--- config.mk ---
export PLATFORM = sky130hd
export DESIGN_NAME = alu_ex_stage
export DESIGN_NICKNAME = d
export VERILOG_FILES = /design/src/rtl/alu_pkg.sv /design/src/rtl/alu_core.sv /design/src/rtl/alu_ex_stage.sv
export SDC_FILE = /design/constraint.sdc
export NUM_CORES = 1
export LEC_CHECK = 0
export ABC_CLOCK_PERIOD_IN_PS = 6250
export CAP_MARGIN = 25
export CORE_MARGIN = 10
export CORE_UTILIZATION = 40
export DETAILED_ROUTE_END_ITERATION = 6
export GPL_ROUTABILITY_DRIVEN = 0
export PLACE_DENSITY = 0.71
export SLEW_MARGIN = 20
export SYNTH_ARGS = -nofsm -noshare
export SYNTH_HDL_FRONTEND = slang
export SYNTH_SLANG_ARGS = --single-unit
--- constraint.sdc ---
create_clock -name clk -period 6.25 [get_ports clk]
set_input_delay 1.25 -clock clk [delete_from_list [all_inputs] [get_ports clk]]
set_output_delay 1.25 -clock clk [all_outputs]
set_load 0.02 [all_outputs]
--- src/rtl/alu_pkg.sv ---
// Shared ALU control encodings. The ALU control decoder imports the same constants.
package alu_pkg;

    localparam logic [2:0] ALU_AND = 3'b000;
    localparam logic [2:0] ALU_OR  = 3'b001;
    localparam logic [2:0] ALU_ADD = 3'b010;
    localparam logic [2:0] ALU_SUB = 3'b110;
    localparam logic [2:0] ALU_SLT = 3'b111;

    function automatic logic is_legal_alu_ctrl(input logic [2:0] ctrl);
        return (ctrl == ALU_AND) || (ctrl == ALU_OR) || (ctrl == ALU_ADD) ||
               (ctrl == ALU_SUB) || (ctrl == ALU_SLT);
    endfunction

endpackage

--- src/rtl/alu_core.sv ---
// Purely combinational ALU: result, signed overflow for ADD/SUB, and illegal-code flag.
module alu_core
    import alu_pkg::*;
#(
    parameter int WIDTH = 32
) (
    input  logic [2:0]       ctrl,
    input  logic [WIDTH-1:0] a,
    input  logic [WIDTH-1:0] b,
    output logic [WIDTH-1:0] result,
    output logic             overflow,
    output logic             illegal
);

    localparam int MSB = WIDTH - 1;

    logic [WIDTH-1:0] sum;
    logic [WIDTH-1:0] diff;
    logic             add_ovf;
    logic             sub_ovf;

    assign sum     = a + b;
    assign diff    = a - b;
    assign add_ovf = (a[MSB] == b[MSB]) && (sum[MSB] != a[MSB]);
    assign sub_ovf = (a[MSB] != b[MSB]) && (diff[MSB] != a[MSB]);

    always_comb begin
        result   = '0;
        overflow = 1'b0;
        illegal  = 1'b0;
        case (ctrl)
            ALU_AND: result = a & b;
            ALU_OR:  result = a | b;
            ALU_ADD: begin
                result   = sum;
                overflow = add_ovf;
            end
            ALU_SUB: begin
                result   = diff;
                overflow = sub_ovf;
            end
            // Signed less-than: the sign of a-b is wrong exactly when the subtraction overflowed.
            ALU_SLT: result = {{(WIDTH-1){1'b0}}, diff[MSB] ^ sub_ovf};
            default: illegal = 1'b1;
        endcase
    end

endmodule

--- src/rtl/alu_ex_stage.sv ---
// Execute stage: ALU core feeding the EX/MEM register, with stall/flush priority
// and a saturating illegal-op counter.
module alu_ex_stage
    import alu_pkg::*;
#(
    parameter int WIDTH     = 32,
    parameter int CNT_WIDTH = 8
) (
    input  logic                 clk,
    input  logic                 reset,
    input  logic                 stall,
    input  logic                 flush,
    input  logic                 in_valid,
    input  logic [2:0]           alu_ctrl,
    input  logic [WIDTH-1:0]     op_a,
    input  logic [WIDTH-1:0]     op_b,
    input  logic [4:0]           rd_in,
    input  logic                 reg_write_in,
    output logic                 out_valid,
    output logic [WIDTH-1:0]     alu_result,
    output logic                 zero,
    output logic                 overflow,
    output logic                 illegal_op,
    output logic [4:0]           rd_out,
    output logic                 reg_write_out,
    output logic [CNT_WIDTH-1:0] illegal_count
);

    localparam logic [CNT_WIDTH-1:0] CNT_MAX = {CNT_WIDTH{1'b1}};

    logic [WIDTH-1:0] core_result;
    logic             core_overflow;
    logic             core_illegal;

    alu_core #(.WIDTH(WIDTH)) u_core (
        .ctrl     (alu_ctrl),
        .a        (op_a),
        .b        (op_b),
        .result   (core_result),
        .overflow (core_overflow),
        .illegal  (core_illegal)
    );

    // Priority per edge: reset, then flush, then stall, then load (bubble when in_valid is low).
    always_ff @(posedge clk) begin
        if (reset) begin
            out_valid     <= 1'b0;
            alu_result    <= '0;
            zero          <= 1'b0;
            overflow      <= 1'b0;
            illegal_op    <= 1'b0;
            rd_out        <= '0;
            reg_write_out <= 1'b0;
            illegal_count <= '0;
        end else if (flush || (!stall && !in_valid)) begin
            out_valid     <= 1'b0;
            alu_result    <= '0;
            zero          <= 1'b0;
            overflow      <= 1'b0;
            illegal_op    <= 1'b0;
            rd_out        <= '0;
            reg_write_out <= 1'b0;
        end else if (!stall) begin
            out_valid     <= 1'b1;
            alu_result    <= core_result;
            zero          <= (core_result == '0);
            overflow      <= core_overflow;
            illegal_op    <= core_illegal;
            rd_out        <= rd_in;
            reg_write_out <= reg_write_in & ~core_illegal;
            if (core_illegal && (illegal_count != CNT_MAX)) begin
                illegal_count <= illegal_count + 1'b1;
            end
        end
    end

endmodule

# After elaboration in Yosys (flattened, before gate mapping)

Index checks and enable logic that the tools add are counted.

Output and inout bits: 50
Bits in registers: 50
Logic and storage cells: 41
Input bits: 78

Multiplexer cells: 3
Equality and inequality tests: 9
Bitwise logic cells: 6
Reductions and logical operators: 12
$add $sub $neg: 3

Operators with widths:

| operator                                             | count |
|---|---|
| one-hot mux 32 bit (5 select lines)                  | 1 |
| adder 32 bit                                         | 1 |
| bitwise AND 32 bit                                   | 1 |
| logical NOT 32 bit                                   | 1 |
| OR 32 bit                                            | 1 |
| subtractor 32 bit                                    | 1 |
| adder 8 x 1 -> 8 bit (second input constant)         | 1 |
| inequality test 8 bit (second input constant)        | 1 |
| equality test 3 bit (second input constant)          | 2 |
| OR reduction 5 bit                                   | 1 |
| logical AND 1 bit                                    | 4 |
| equality test 3 x 1 -> 1 bit (second input constant) | 1 |
| equality test 3 x 2 -> 1 bit (second input constant) | 1 |
| logical NOT 3 bit                                    | 1 |
| inequality test 1 bit                                | 3 |
| AND reduction 3 bit                                  | 1 |
| logical NOT 1 bit                                    | 2 |
| inverter 1 bit                                       | 2 |
| one-hot mux 1 bit (2 select lines)                   | 1 |
| OR reduction 2 bit                                   | 1 |
| bitwise AND 1 bit                                    | 1 |
| equality test 1 bit                                  | 1 |
| logical OR 1 bit                                     | 1 |
| two-way mux 1 bit                                    | 1 |
| bitwise XOR 1 bit                                    | 1 |

# Logic depth before layout (Yosys ltp)

Gate-level depths: netlist (run 1).

Depth after elaboration: 6
Depth in mapped cells: 25
Gate-level depth less buffers: 24

# Modules after synthesis

Synthesis (run 1) repeated with hierarchy kept, for this count alone.

Cells, all modules: 924
Area, all modules: 6905.4 µm²

By module, submodules not included:

| module       | cells each | area an instance (µm²) | sequential area each (µm²) | times used |
|---|---|---|---|---|
| alu_core     | 731        | 4973.5                 | 0.0                        | 1 |
| alu_ex_stage | 193        | 1931.9                 | 1001.0                     | 1 |

# Least setup slack after synthesis (run 1)

No wires, ideal clock.

Path kind: input-to-reg
From: input op_a[10]
To: register zero
Required time: 6.189 ns
Stages on the path: 25
Path slack: 1.190 ns
Arrival time: 4.999 ns
Path buffers: 1
Library setup time: 0.061 ns
Cells stage by stage: inv_1 > ha_1 > buf_2 > nor4_1 > o31ai_1 > a21oi_1 > o211ai_1 > nand3_1 > a311oi_1 > o21bai_1 > a21oi_1 > o21ai_0 > a21oi_1 > fa_1 > nand3_1 > o211ai_1 > o21ai_0 > nand3_1 > or3_1 > a211oi_1 > nand4_1 > nor4_1 > nand3_1 > nor4_2 > a32o_1

Word-level cells in the longest chain between the ends: 6
Elaborated cells on any way between the ends: 9
Those cells by class: 2 x add/sub; 1 x eq/ne; 1 x mux; 3 x bitwise; 2 x reduce/logical

Ends and longest elaborated chain:

| what                                  | line               | source |
|---|---|---|
| start, declared                       | alu_ex_stage.sv:15 | `input logic [WIDTH-1:0] op_a,` |
| subtractor 32 bit                     | alu_core.sv:23     | `assign diff = a - b;` |
| inequality test 1 bit                 | alu_core.sv:25     | `assign sub_ovf = (a[MSB] != b[MSB]) && (diff[MSB] != a[MSB]);` |
| logical AND 1 bit                     | alu_core.sv:25     |  |
| bitwise XOR 1 bit                     | alu_core.sv:43     | `ALU_SLT: result = {{(WIDTH-1){1'b0}}, diff[MSB] ^ sub_ovf};` |
| one-hot mux 32 bit (5 select lines) * | alu_core.sv:31     | `case (ctrl)` |
| logical NOT 32 bit *                  | alu_ex_stage.sv:66 | `zero <= (core_result == '0);` |
| end signal, assigned                  | alu_ex_stage.sv:66 |  |
| end, declared                         | alu_ex_stage.sv:21 | `output logic zero,` |

Every way passes the cells marked *; elsewhere a longest branch is shown, timed or not.
A chain may end at the register's enable or synchronous reset.

# Worst setup path after layout (run 1)

From: input op_a[12]
To: register zero

Same word-level chain as after synthesis.

==> impl_results.md, run 1 <==
* Status: finished, violations left
* Failing checks: design-rule violations
* Async set-reset flop share out of synthesis at 0%
* Largest net degree at the start of global routing at 45
* Share of cells above drive strength 1 at 6.49%
* Reg2reg path depth at 10
* Largest family of logic cells by synthesized area: compound AO/OA/AOI/OAI gates
* Area share of the largest cell type after synthesis at 17.4%
* # rows at 48
* Worst Path Max Fanout at 5
* Starting Density at 40.8%
* Place WS at 0.0338 ns
* Antenna violations before repair at 0
* Reg-to-Reg Start: illegal_count[0]
* Fin crit period at 5.88 ns
* WP buf/inv at 3
* WL per Instance at 18.4 um
* Maximum VDD drop at approximately 120 uV
* Setup bufs post-CTS at 0
* Slowest CP cell: clkdlybuf4s50_1
* Area grow syn2layout at 24.4%
* Post-CTS Hold Fix Bufs at 0
* Final WS setup at between 0.3 and 0.4 ns
* Area share of fa/ha/maj cells after synthesis at around 18%
* Clock-pin slew on the worst setup and hold paths at 0.07 ns
* DR DRC count at 2
* Maxcap violations at 0
* Critical path type: in -> reg
* Hold Path Class: reg -> reg
* CP Launch Point: op_a[12]
* CORE AREA at about 0.017 sq mm
* IO Count at between 100 and 150
* Post-DP HPWL at between 15000 and 20000 um
* R2R Path End: illegal_count[7]
* Xor/xnor share of the synthesized area at ~4.3%
* Top delay family on crit path: compound AO/OA/AOI/OAI gates
* Largest stage delay on the critical path at approximately 0.51 ns
* Complex-gate fraction of the synthesized area at between 30% and 40%
* Clock latency on the worst-skew pair at 0.29 ns
* Rel. slew slack at 26.9%
* Post-synthesis register bit count at 50
* Synth Instances at ~1000
* H-Tree Depth at 2
* Main synth FF type: dfxtp_1
* NumNets Final at roughly 1300
* Final Cycle Share at 94.1%
* Final Setup Violations at 0
* Initial DRC count at approximately 1000
* Die X at about 150 um
* # port buffers at approximately 130
* CTS tree: yes
* Critical Path Sink: zero
* Clock Path Buffers at 2
* Die height at between 150 and 200 um
* Antenna-violating nets left at 0
* Worst-Margin Slew at 1.09 ns
* Mapped Area at around 0.0071 sq mm
* Ant. Diodes at 0
* TritonCTS Buffers at 5
* Final core occ at between 50% and 60%
* Grt ovf at 0
* Via density at 5.94
* Post-synth cell types at 71
* DP Area at roughly 0.0086 sq mm
* Synth area leader: ha_1
* Gr usage total at around a fifth
* Power per cell area at approximately 150 mW/mm^2
* Final Slew Violations at 0
* Hold Vio Cnt, Final at 0
* WP data required at approximately 6.5 ns
* Post-synth EDFFs at 0
* Clock Skew at about 0.0071 ns
* Leak pwr at about 3.7 nW
* CP Capture Type: flop
* Final non-filler cell area at roughly 0.0088 sq mm
* Sequential share of the synthesized area at 14.2%
* Avg Inst Size Synth at about 7.0 sq um
* Full die area at roughly 0.023 sq mm
* Clock root buffer: clkbuf_16
* Crit path arrival time at 6.12 ns
* Startpoint Class: primary input
* Multiplexer share of the synthesized area at under 10%
* Vias in the first global route at roughly 7400
* Max Freq at around 0.17 GHz
* Top cells by area, synth: ha_1, dfxtp_1, a21oi_1
* Worst hold stages at 1
* WP depth at 25
* Yosys warning count at 0
* CTS resizes at 0
* Post-Synth Simple-Gate Area at 20.7%
* Vias at approximately 7900
* Routed WL at 24600 um
* Clk sinks at 50
* Detailed-router iteration count before antenna repair at 7
* Reg2Reg Setup Slack at roughly 4.2 ns
* Synthesized net count at about 1200
* Global-route wire length before repair at about 39000 um
## cell families after synthesis
kind of cell             count (synthesis)
AND/OR/NAND/NOR                        316
XOR/XNOR                                35
multiplexers                            23
adder cells (fa/ha/maj)                101
AO/OA/AOI/OAI                          320
flip-flops                              50
buffers and inverters                  158
## synthesized netlist by cell type (16+ instances only)
cell type    n
nor3_1      22
dfxtp_1     50
clkbuf_1    39
xnor2_1     26
nand2_1     82
ha_1        98
mux2i_1     23
nand3_1     28
o31ai_1     16
nor2_1     106
a21oi_1    112
inv_1       97
o21bai_1    17
o21ai_0     44
## registers in the layout, indices dropped and copies added, names as in the netlist
signal	cells
out_valid	1
reg_write_out	1
illegal_count	8
illegal_op	1
zero	1
rd_out	5
overflow	1
alu_result	32
## per-stage QoR
step / power, mW / std cells / TNS [ns] / hold WS, ns
3_3_place_gp: 0.946 / 1326 / 0 / 0.434
2_1_floorplan: 0.743 / 1003 / 0 / 0.541
3_5_place_dp: 0.952 / 1326 / 0 / 0.440
6_report: 1.28 / 1334 / 0 / 0.452
5_1_grt: 1.36 / 1334 / -0.0390 / 0.474
4_1_cts: 1.27 / 1334 / 0 / 0.456
## area by class of cell
cell class                 count  area [sq um]
clock buffer                   5           125
sequential                    50          1000
tap                          225           282
timing repair buffer         156          1480
clock inverter                 3          48.8
fill                        1764          8510
multi-input combinational    795          5470
inverter                     100           375
## worst register-to-register path, cell delays in order, from the launching register on
cell	delay (ns)
dfxtp_1	0.35
ha_1	0.23
nand2_1	0.09
nor2_1	0.06
nand3_1	0.08
nand2_1	0.05
nor2_1	0.36
nand4_1	0.24
nor3_1	0.25
xnor2_1	0.15
nor2_1	0.05
## worst min-delay path by stage
stage                        start        endpoint  slack, ns
global route             out_valid       out_valid       0.47
global placement         out_valid       out_valid       0.43
finish                   out_valid       out_valid       0.45
detailed placement       out_valid       out_valid       0.44
floorplan           alu_result[10]  alu_result[10]       0.54
CTS                      out_valid       out_valid       0.46
## per-layer routing
layer,up-vias,GRT usage (%),share of wire (%)
li1,3788,-,-
met1,3627,26.1,43
met2,459,31.6,45
met3,49,4.38,10
met4,0,4.68,2.2
met5,-,0,0
## power by group
part / internal (mW) / total, mW / switching [mW]
Sequential: 0.326 / 0.330 / 0.00418
Combinational: 0.255 / 0.634 / 0.379
Clock: 0.192 / 0.319 / 0.127
## cells in the final DEF (no fill, tap or decap), types with 5 or more instances in the layout
cell type,count
o21ai_0,44
nand2b_1,7
buf_4,29
a211oi_1,15
and3_1,5
xnor2_1,26
o22ai_1,14
nor3_1,22
nor4_1,7
o21a_1,6
nand2_1,82
clkbuf_16,5
clkdlybuf4s50_1,126
a211o_1,7
a31oi_1,11
nand4_1,15
nor2b_1,7
xor2_1,9
or2_2,10
nor2_1,105
o21bai_1,17
or3_1,9
dfxtp_1,50
o211ai_1,15
a2111oi_0,8
a21o_1,7
nand3_1,28
o31ai_1,16
inv_1,97
ha_1,98
mux2i_1,23
a21oi_1,111
(Power assumes the default switching activity.)
==> inputs of run 2 (changes only) <==
--- a/config.mk
+++ b/config.mk
@@ -6,12 +6,13 @@
 export NUM_CORES = 1
 export LEC_CHECK = 0
 export ABC_CLOCK_PERIOD_IN_PS = 6250
-export CAP_MARGIN = 25
+export CAP_MARGIN = 20
 export CORE_MARGIN = 10
 export CORE_UTILIZATION = 40
 export DETAILED_ROUTE_END_ITERATION = 6
 export GPL_ROUTABILITY_DRIVEN = 0
 export PLACE_DENSITY = 0.71
+export SKIP_LAST_GASP = 1
 export SLEW_MARGIN = 20
 export SYNTH_ARGS = -nofsm -noshare
 export SYNTH_HDL_FRONTEND = slang
==> results of run 2 <==
Same layout as run 1: the final DEF is identical, and so are final timing and power.
